File: config.mk
export PLATFORM = sky130hd
export DESIGN_NAME = dist_ram_mport
export DESIGN_NICKNAME = d
export VERILOG_FILES = /design/src/rtl/dist_ram_pkg.sv /design/src/rtl/dist_ram_clr_seq.sv /design/src/rtl/dist_ram_mport.sv
export SDC_FILE = /design/constraint.sdc
export NUM_CORES = 2
export LEC_CHECK = 0
export CORE_MARGIN = 2
export CORE_UTILIZATION = 53
export DETAILED_ROUTE_END_ITERATION = 10
export PLACE_DENSITY = 0.68
export RECOVER_POWER = 50
export SLEW_MARGIN = 20
export SYNTH_ARGS = -nofsm -noshare
export SYNTH_HDL_FRONTEND = slang
export SYNTH_SLANG_ARGS = --single-unit
File: constraint.sdc
create_clock -name clk_i -period 4.4 [get_ports clk_i]
set_input_delay 0.88 -clock clk_i [delete_from_list [all_inputs] [get_ports clk_i]]
set_output_delay 0.88 -clock clk_i [all_outputs]
set_load 0.01 [all_outputs]
File: src/rtl/dist_ram_pkg.sv
// Shared definitions for the multi-port distributed RAM.
//   clr_state_e : clear sequencer state encoding (IDLE=0, CLEAR=1).
package dist_ram_pkg;

  typedef enum logic {
    IDLE  = 1'b0,
    CLEAR = 1'b1
  } clr_state_e;

endpackage

File: src/rtl/dist_ram_clr_seq.sv
// Clear sequencer for dist_ram_mport: walks every entry once, driving the
// sweep address, whenever reset or a clear request starts a sweep.
// Ports:
//   clk_i, rst_i : clock, synchronous active-high reset (starts a sweep)
//   clr_i        : one-cycle clear request, honoured only in IDLE
//   busy_o       : high while the sweep is in progress
//   cnt_o        : entry being zeroed on the current edge
module dist_ram_clr_seq
  import dist_ram_pkg::*;
#(
  parameter int unsigned ENTRY_NUM = 32,
  parameter int unsigned AWDTH     = $clog2(ENTRY_NUM)
) (
  input  logic             clk_i,
  input  logic             rst_i,
  input  logic             clr_i,
  output logic             busy_o,
  output logic [AWDTH-1:0] cnt_o
);

  localparam logic [AWDTH-1:0] LAST = AWDTH'(ENTRY_NUM - 1);

  clr_state_e       state;
  clr_state_e       state_next;
  logic [AWDTH-1:0] cnt;
  logic [AWDTH-1:0] cnt_next;

  // State register
  always_ff @(posedge clk_i) begin
    if (rst_i) begin
      state <= CLEAR;
      cnt   <= '0;
    end else begin
      state <= state_next;
      cnt   <= cnt_next;
    end
  end

  // Next-state logic; clr_i during CLEAR neither restarts nor extends
  always_comb begin
    state_next = state;
    cnt_next   = cnt;
    unique case (state)
      IDLE: begin
        if (clr_i) begin
          state_next = CLEAR;
          cnt_next   = '0;
        end
      end
      CLEAR: begin
        cnt_next = cnt + 1'b1;
        if (cnt == LAST) begin
          state_next = IDLE;
        end
      end
      default: begin
        state_next = IDLE;
      end
    endcase
  end

  // Outputs
  always_comb begin
    busy_o = (state == CLEAR);
    cnt_o  = cnt;
  end

endmodule

File: src/rtl/dist_ram_mport.sv
// Multi-read-port distributed RAM with byte-enable writes, optional
// write-to-read forwarding and a sequenced whole-array clear.
// Ports:
//   clk_i, rst_i  : clock, synchronous active-high reset (triggers a clear sweep)
//   we_i          : write request (dropped while busy_o)
//   write_addr_i  : write entry index
//   be_i          : byte enables, bit k covers data bits [8k+7:8k]
//   data_i        : write data
//   read_addr_i   : packed read addresses, port p uses slice p
//   data_o        : packed asynchronous read data, port p uses slice p
//   clr_i         : one-cycle request to zero the array
//   busy_o        : high while the clear sweep runs; reads return 0 then
module dist_ram_mport
  import dist_ram_pkg::*;
#(
  parameter int unsigned XLEN      = 32,
  parameter int unsigned ENTRY_NUM = 32,
  parameter int unsigned NRD       = 2,
  parameter int unsigned BYPASS    = 1
) (
  input  logic                                  clk_i,
  input  logic                                  rst_i,
  input  logic                                  we_i,
  input  logic [$clog2(ENTRY_NUM)-1:0]          write_addr_i,
  input  logic [XLEN/8-1:0]                     be_i,
  input  logic [XLEN-1:0]                       data_i,
  input  logic [NRD*$clog2(ENTRY_NUM)-1:0]      read_addr_i,
  output logic [NRD*XLEN-1:0]                   data_o,
  input  logic                                  clr_i,
  output logic                                  busy_o
);

  localparam int unsigned AWDTH = $clog2(ENTRY_NUM);
  localparam int unsigned NBE   = XLEN / 8;

  logic             busy;
  logic [AWDTH-1:0] sweep_addr;
  logic             accept;
  logic [XLEN-1:0]  old_word;
  logic [XLEN-1:0]  merged_word;

  // No reset on the array so it stays inferable as distributed RAM
  logic [XLEN-1:0]  mem [ENTRY_NUM];

  dist_ram_clr_seq #(
    .ENTRY_NUM (ENTRY_NUM),
    .AWDTH     (AWDTH)
  ) u_clr_seq (
    .clk_i  (clk_i),
    .rst_i  (rst_i),
    .clr_i  (clr_i),
    .busy_o (busy),
    .cnt_o  (sweep_addr)
  );

  assign busy_o = busy;
  assign accept = we_i & ~busy;

  // Word as it will look after this cycle's write; feeds the bypass path
  always_comb begin
    old_word    = mem[write_addr_i];
    merged_word = old_word;
    for (int unsigned b = 0; b < NBE; b++) begin
      if (be_i[b]) begin
        merged_word[b*8 +: 8] = data_i[b*8 +: 8];
      end
    end
  end

  // Single write port: the sweep owns it while busy, user writes otherwise
  always_ff @(posedge clk_i) begin
    if (busy) begin
      mem[sweep_addr] <= '0;
    end else if (accept) begin
      for (int unsigned b = 0; b < NBE; b++) begin
        if (be_i[b]) begin
          mem[write_addr_i][b*8 +: 8] <= data_i[b*8 +: 8];
        end
      end
    end
  end

  // Asynchronous read ports; zero while busy hides a partially cleared array
  always_comb begin
    logic [AWDTH-1:0] raddr;
    raddr  = '0;
    data_o = '0;
    for (int unsigned p = 0; p < NRD; p++) begin
      raddr = read_addr_i[p*AWDTH +: AWDTH];
      if (busy) begin
        data_o[p*XLEN +: XLEN] = '0;
      end else if ((BYPASS != 0) && accept && (raddr == write_addr_i)) begin
        data_o[p*XLEN +: XLEN] = merged_word;
      end else begin
        data_o[p*XLEN +: XLEN] = mem[raddr];
      end
    end
  end

endmodule

# Word level (Yosys, flattened, before mapping)
# Memories as Yosys holds them, arrays and structs flattened.
# Index checks and enable logic that the tools add are counted.
totals:
  n_memories: 1
  latch_bits: 0
  ram_bits: 1024
  regBits: 6
  mem_bits_ro: 0
mem_list:
  columns: ["name", "words", "width", "rd", "rd_ports_with_merged_regs", "write_ports", "line", "rtl"]
  rows:
  - ["mem", 32, 32, 3, 0, 1, "dist_ram_mport.sv:43", "logic [XLEN-1:0] mem [ENTRY_NUM];"]
classes:
  n_addsub: 1
  magnitude_cmp: 0
  mux: 34
  bitwise: 2
  shift: 0
  div_mod_pow: 0
  n_reduce_logical: 3
  n_mul: 0
  n_eq_ne: 4
ops:
  columns: ["op", "count"]
  rows:
  - ["two-way mux 32 bit", 5]
  - ["two-way mux 8 bit", 4]
  - ["OR reduction 32 bit", 1]
  - ["two-way mux 1 bit", 20]
  - ["== test 5 bit", 2]
  - ["two-way mux 5 bit", 2]
  - ["case mux 5 bit (2 select lines)", 1]
  - ["adder 5 x 1 -> 5 bit, second input constant", 1]
  - ["== test 5 bit, second input constant", 1]
  - ["two-way mux 4 bit", 1]
  - ["logical AND 1 bit", 2]
  - ["inequality test 2 bit, second input constant", 1]
  - ["case mux 1 bit (2 select lines)", 1]
  - ["AND 1 bit", 1]
  - ["NOT 1 bit", 1]

# Longest topological paths before layout
logic_depth:
  depth_word: 7
  mapped_depth: 10
  ltp_nobuf: 6

# Hierarchy
# A second synthesis with hierarchy kept.
unflattened:
  cells_unflattened: 3796
  hier_area_um2: 58235.9
modules_own_cells:
  columns: ["mod", "area_each_um2", "n_inst", "seq_area_each_um2", "cells_each"]
  rows:
  - ["dist_ram_mport", 57954.3, 1, 30749.5, 3766]
  - ["dist_ram_clr_seq", 281.5, 1, 120.1, 30]

# Worst setup path after synthesis
# OpenSTA, ideal clock, no wires.
synth_path:
  path_type: "input -> output"
  start: "in write_addr_i[0]"
  end: "out data_o[11]"
  path_stages: 9
  setup_slack_ns: 0.767
  arrival_time_ns: 2.753
  cell_sequence: "buf_4 -> buf_8 -> buf_6 -> mux2i_1 -> a22o_1 -> a221oi_1 -> o22ai_1 -> or4_1 -> a311oi_1"
synth_between:
  elab_chain_cells: 4
  elab_cells_between_ends: 6
  cone_classes: "1 x eq/ne; 3 x mux; 1 x reduce/logical; 1 x memory"
synth_rtl:
  columns: ["element", "line", "rtl"]
  rows:
  - ["start: declaration", "dist_ram_mport.sv:24", "input logic [$clog2(ENTRY_NUM)-1:0] write_addr_i,"]
  - ["memory read (32 x 32 bit) / == test 5 bit (equally long branches)", null, null]
  - ["two-way mux 8 bit / logical AND 1 bit (equally long branches)", "dist_ram_mport.sv:64, dist_ram_mport.sv:92", null]
  - ["two-way mux 32 bit *", "dist_ram_mport.sv:92", "end else if ((BYPASS != 0) && accept && (raddr == write_addr_i)) begin"]
  - ["two-way mux 32 bit *", "dist_ram_mport.sv:90", "if (busy) begin"]
  - ["end: declaration", "dist_ram_mport.sv:28", "output logic [NRD*XLEN-1:0] data_o,"]
# Every way passes the cells marked *; elsewhere a longest branch is shown, timed or not.

# Worst setup path in the final report
layout_path:
  start: "in be_i[1]"
  end: "mem mem[27][5] (data pin)"
layout_between:
  elab_chain_cells: 6
layout_rtl:
  columns: ["element", "line", "rtl"]
  rows:
  - ["start: declaration", "dist_ram_mport.sv:25", "input logic [XLEN/8-1:0] be_i,"]
  - ["two-way mux 1 bit", "dist_ram_mport.sv:76", "if (be_i[b]) begin"]
  - ["two-way mux 1 bit", "dist_ram_mport.sv:74", "end else if (accept) begin"]
  - ["two-way mux 1 bit", "dist_ram_mport.sv:72", "if (busy) begin"]
  - ["two-way mux 1 bit (implied by the code)", "dist_ram_mport.sv:77", "mem[write_addr_i][b*8 +: 8] <= data_i[b*8 +: 8];"]
  - ["OR reduction 32 bit (no line)", null, null]
  - ["two-way mux 32 bit (no line)", null, null]
  - ["end: declaration", "dist_ram_mport.sv:43", null]
# No other way between the ends.

==> impl_results.md <==
* Outcome: finished, violations left
* Failing checks: max-capacitance violations, max-slew violations, negative setup slack
* Worst Max-Slew Pin Slew at between 2 and 2.5 ns
* Die Ht at around 330 microns
* CP Buf/Inv Count at 5
* Slowest CP cell: clkbuf_1
* First-pass GRT wire length at slightly below 300 mm
* Crit path max-delay family: buffers and inverters
* Post-synth top area cell: edfxtp_1
* Detail Route Antenna Nets at 0
* DRC violations left at 0
* TritonRoute pass-1 iters at 6
* Top cells by area, synth: edfxtp_1 (53%), mux4_2 (19%), mux2i_1 (10%)
* Arr. time, crit path at 4.99 ns
* Clock root buffer: clkbuf_16
* Synth cell types at 53
* GPL Wtd Cong at between 0.9 and 1
* Post-CTS Hold Buffers at 0
* Synth top cells by count: edfxtp_1 (1,024), mux2i_1 (599), mux4_2 (480)
* Sequential share of the synthesized area at a little over half
* Ratio of cells with drive above 1 in the final layout at between 30% and 40%
* Min Clock Period, post-route at roughly 4.5 ns
* Die area at roughly 110,000 sq um
* Max VDD drop at just under 0.3 mV
* Slowest stage delay, CP at around 1.6 ns
* Yosys Warn Count at 0
* Setup CP Type: in -> reg
* Setup crit start kind: input port
* Num CTS Buffers at 110
* Fill cell count at 7,783
* Post-route cell area at 68,800 sq um
* Critical path endpoint category: register
* Nets at between 4,000 and 5,000
* DR vias/cell at approximately 7.4
* Tcrit/Tclk final at 103%
* H-Tree Depth at 3
* Placed Area at 64,300 sq um
* Site Rows at ~120
* Fin worst setup slack at -0.127 ns
* Area grow syn2layout at 18.5%
* Worst endpoint required time at 4.86 ns
* Clk_lat worst skew at approximately 0.74 ns
* DRT iter0 DRCs at between 6,000 and 7,000
* Core ar. at 109,000 sq um
* Critical path peak fanout at 32
* Pins over their slew limit at 29
* Average cell area after synthesis at ~15 sq um
* PD cells at 340 nW/um^2
* Clock Pin Slew Worst Setup and Hold Paths at approximately 0.07 ns
* Hold Path Class: reg -> reg
* Clock Path Buffers at 3
* F_max at between 200 and 250 MHz
* Area share of the largest cell type after synthesis at 53.0%
* Number of synthesized register bits at approximately 1,000
* # setup viols final at 712
* # Max-Cap Violations at 1
* Most frequent cell after synthesis: edfxtp_1
* Largest net degree at the start of global routing at 48
* Skew final at about 0.026 ns
* Post-synth EDFFs at 1,024
* Synth async-reset ratio at 0%
* Most frequent CP cell: clkbuf_2
* Clk sinks at 1,030
* CTS tree: built
* Worst-path cell chain: dlygate4sd3_1 -> clkbuf_2 -> clkbuf_2 -> nor4_1 -> nor2_1 -> clkbuf_1 -> and2_1 -> buf_4
* Input/output buffers at ~120
* Post-DR wirelength/cell at ~36 microns
* Grt ovf at 0
* Initial antenna violation count at 4
* Mapped Cells at 3,794
* Post-DP HPWL at around 140 mm
* Static Leak at about 25 nW
* Initial Utilization at 53.4%
* Ys flop type: edfxtp_1
* Number of I/O pins at 120
* Routed vias at ~42,000
* Relative slew slack at -46.2%
* Mapped Nets at 3,851
* Setup WS pre-CTS at -1.44 ns
* RSZ-0062 raised after global routing: yes
* Final hold vios at 0
* Gr usage total at 36.2%
* Die width at between 300 and 400 microns
* Post-Syn Area at a little under 60,000 sq um
* Vias in the first global route at 41,154
* Post-Route WL at 205 mm
==> path summary, 6_finish.rpt <==
check / from / to / slack [ns] / cells past startpoint
setup reg to reg: u_clr_seq.busy_o / mem[27][5] / 0.53 / 6
hold / removal: u_clr_seq.cnt_o[0] / u_clr_seq.cnt_o[0] / 0.65 / 2
hold reg to reg: u_clr_seq.cnt_o[0] / u_clr_seq.cnt_o[0] / 0.65 / 2
setup / recovery: be_i[1] / mem[27][5] / -0.13 / 8
==> stage by stage <==
stage	hold slack, ns	setup TNS, ns	utilization (%)	std cells	power [mW]
2_1_floorplan	0.565	0	-	3794	12.6
6_report	0.649	-35.59	63.3	5683	23.4
3_5_place_dp	0.622	-47.65	59.1	5458	13.7
5_1_grt	0.678	-13.14	63.3	5679	23.9
4_1_cts	0.638	-0.183	63.1	5673	23.3
3_3_place_gp	0.601	-50.97	59.1	5458	13.7
==> timing repair <==
item | in CTS | in global routing
pin swaps | 12 | 9
cloned | 2 | 0
buffers inserted | 8 | 6
gates resized for setup | 199 | 45
endpoints found under the hold margin | 0 | 0
endpoints found under the setup margin | 64 | 40
==> kinds of logic (layout without fill, tap and decap cells) <==
family,after synthesis,count (layout),share of synthesized area (%)
multiplexers,1111,1111,29.6
flip-flops,1030,1030,53.2
AO/OA/AOI/OAI,811,811,9.78
AND/OR/NAND/NOR,449,450,3.91
buffers and inverters,381,851,3.34
XOR/XNOR,10,10,0.151
adder cells (fa/ha/maj),2,2,0.0431
other,0,4,0
==> worst min-delay path: cells and delay by family (launching register included) <==
family	cells	cell delay (ns)
DFF	1	0.39
and+or+nand+nor	1	0.08
muxes	1	0.15
==> state kept, by name (all words and copies together), names as in the netlist <==
signal            flops
u_clr_seq.cnt_o       5
u_clr_seq.busy_o      1
mem                1024
==> layer usage <==
metal / share of wire, % / track usage, %
met4: 5.9 / 18.1
met5: 0.034 / 0
met2: 44 / 53.8
met3: 14 / 10.9
met1: 36 / 48.7
==> layout make-up <==
type / instances / area (sq um) / area share, %
Sequential cell: 1030 / 30900 / 44.9
Multi-Input combinational cell: 2384 / 26000 / 37.9
Timing Repair Buffer: 632 / 6330 / 9.20
Clock buffer: 137 / 2920 / 4.24
Tap cell: 1414 / 1770 / 2.57
Clock inverter: 69 / 783 / 1.14
Inverter: 13 / 48.8 / 0.0710
Antenna cell: 4 / 10.0 / 0.0146
==> layout by cell type (no fill, tap or decap), drive strengths merged, types with 13 or more instances in the layout <==
master and count:
clkbuf 169, nor2 135, a21oi 126, nand2b 24, clkinv 44, o22ai 91
clkdlybuf4s50 38, mux2i 599, a311oi 13, or4 32, a31oi 89, a211oi 15
o21ai 84, mux4 480, o211ai 14, nand2 92, and2 36, a22oi 199
or2 14, buf 496, nor3 16, dlygate4sd2 52, edfxtp 1024, inv 17
a221oi 63, a221o 19, a22o 62, nand3 14, mux2 32, nor2b 58
bufinv 17
==> power breakdown <==
group	leakage [nW]	switching, mW	internal (mW)
Sequential	10.5	0.0645	10.7
Combinational	13.0	1.61	1.27
Clock	1.81	4.01	5.68
Note: power is estimated with default switching activity, not from simulation.
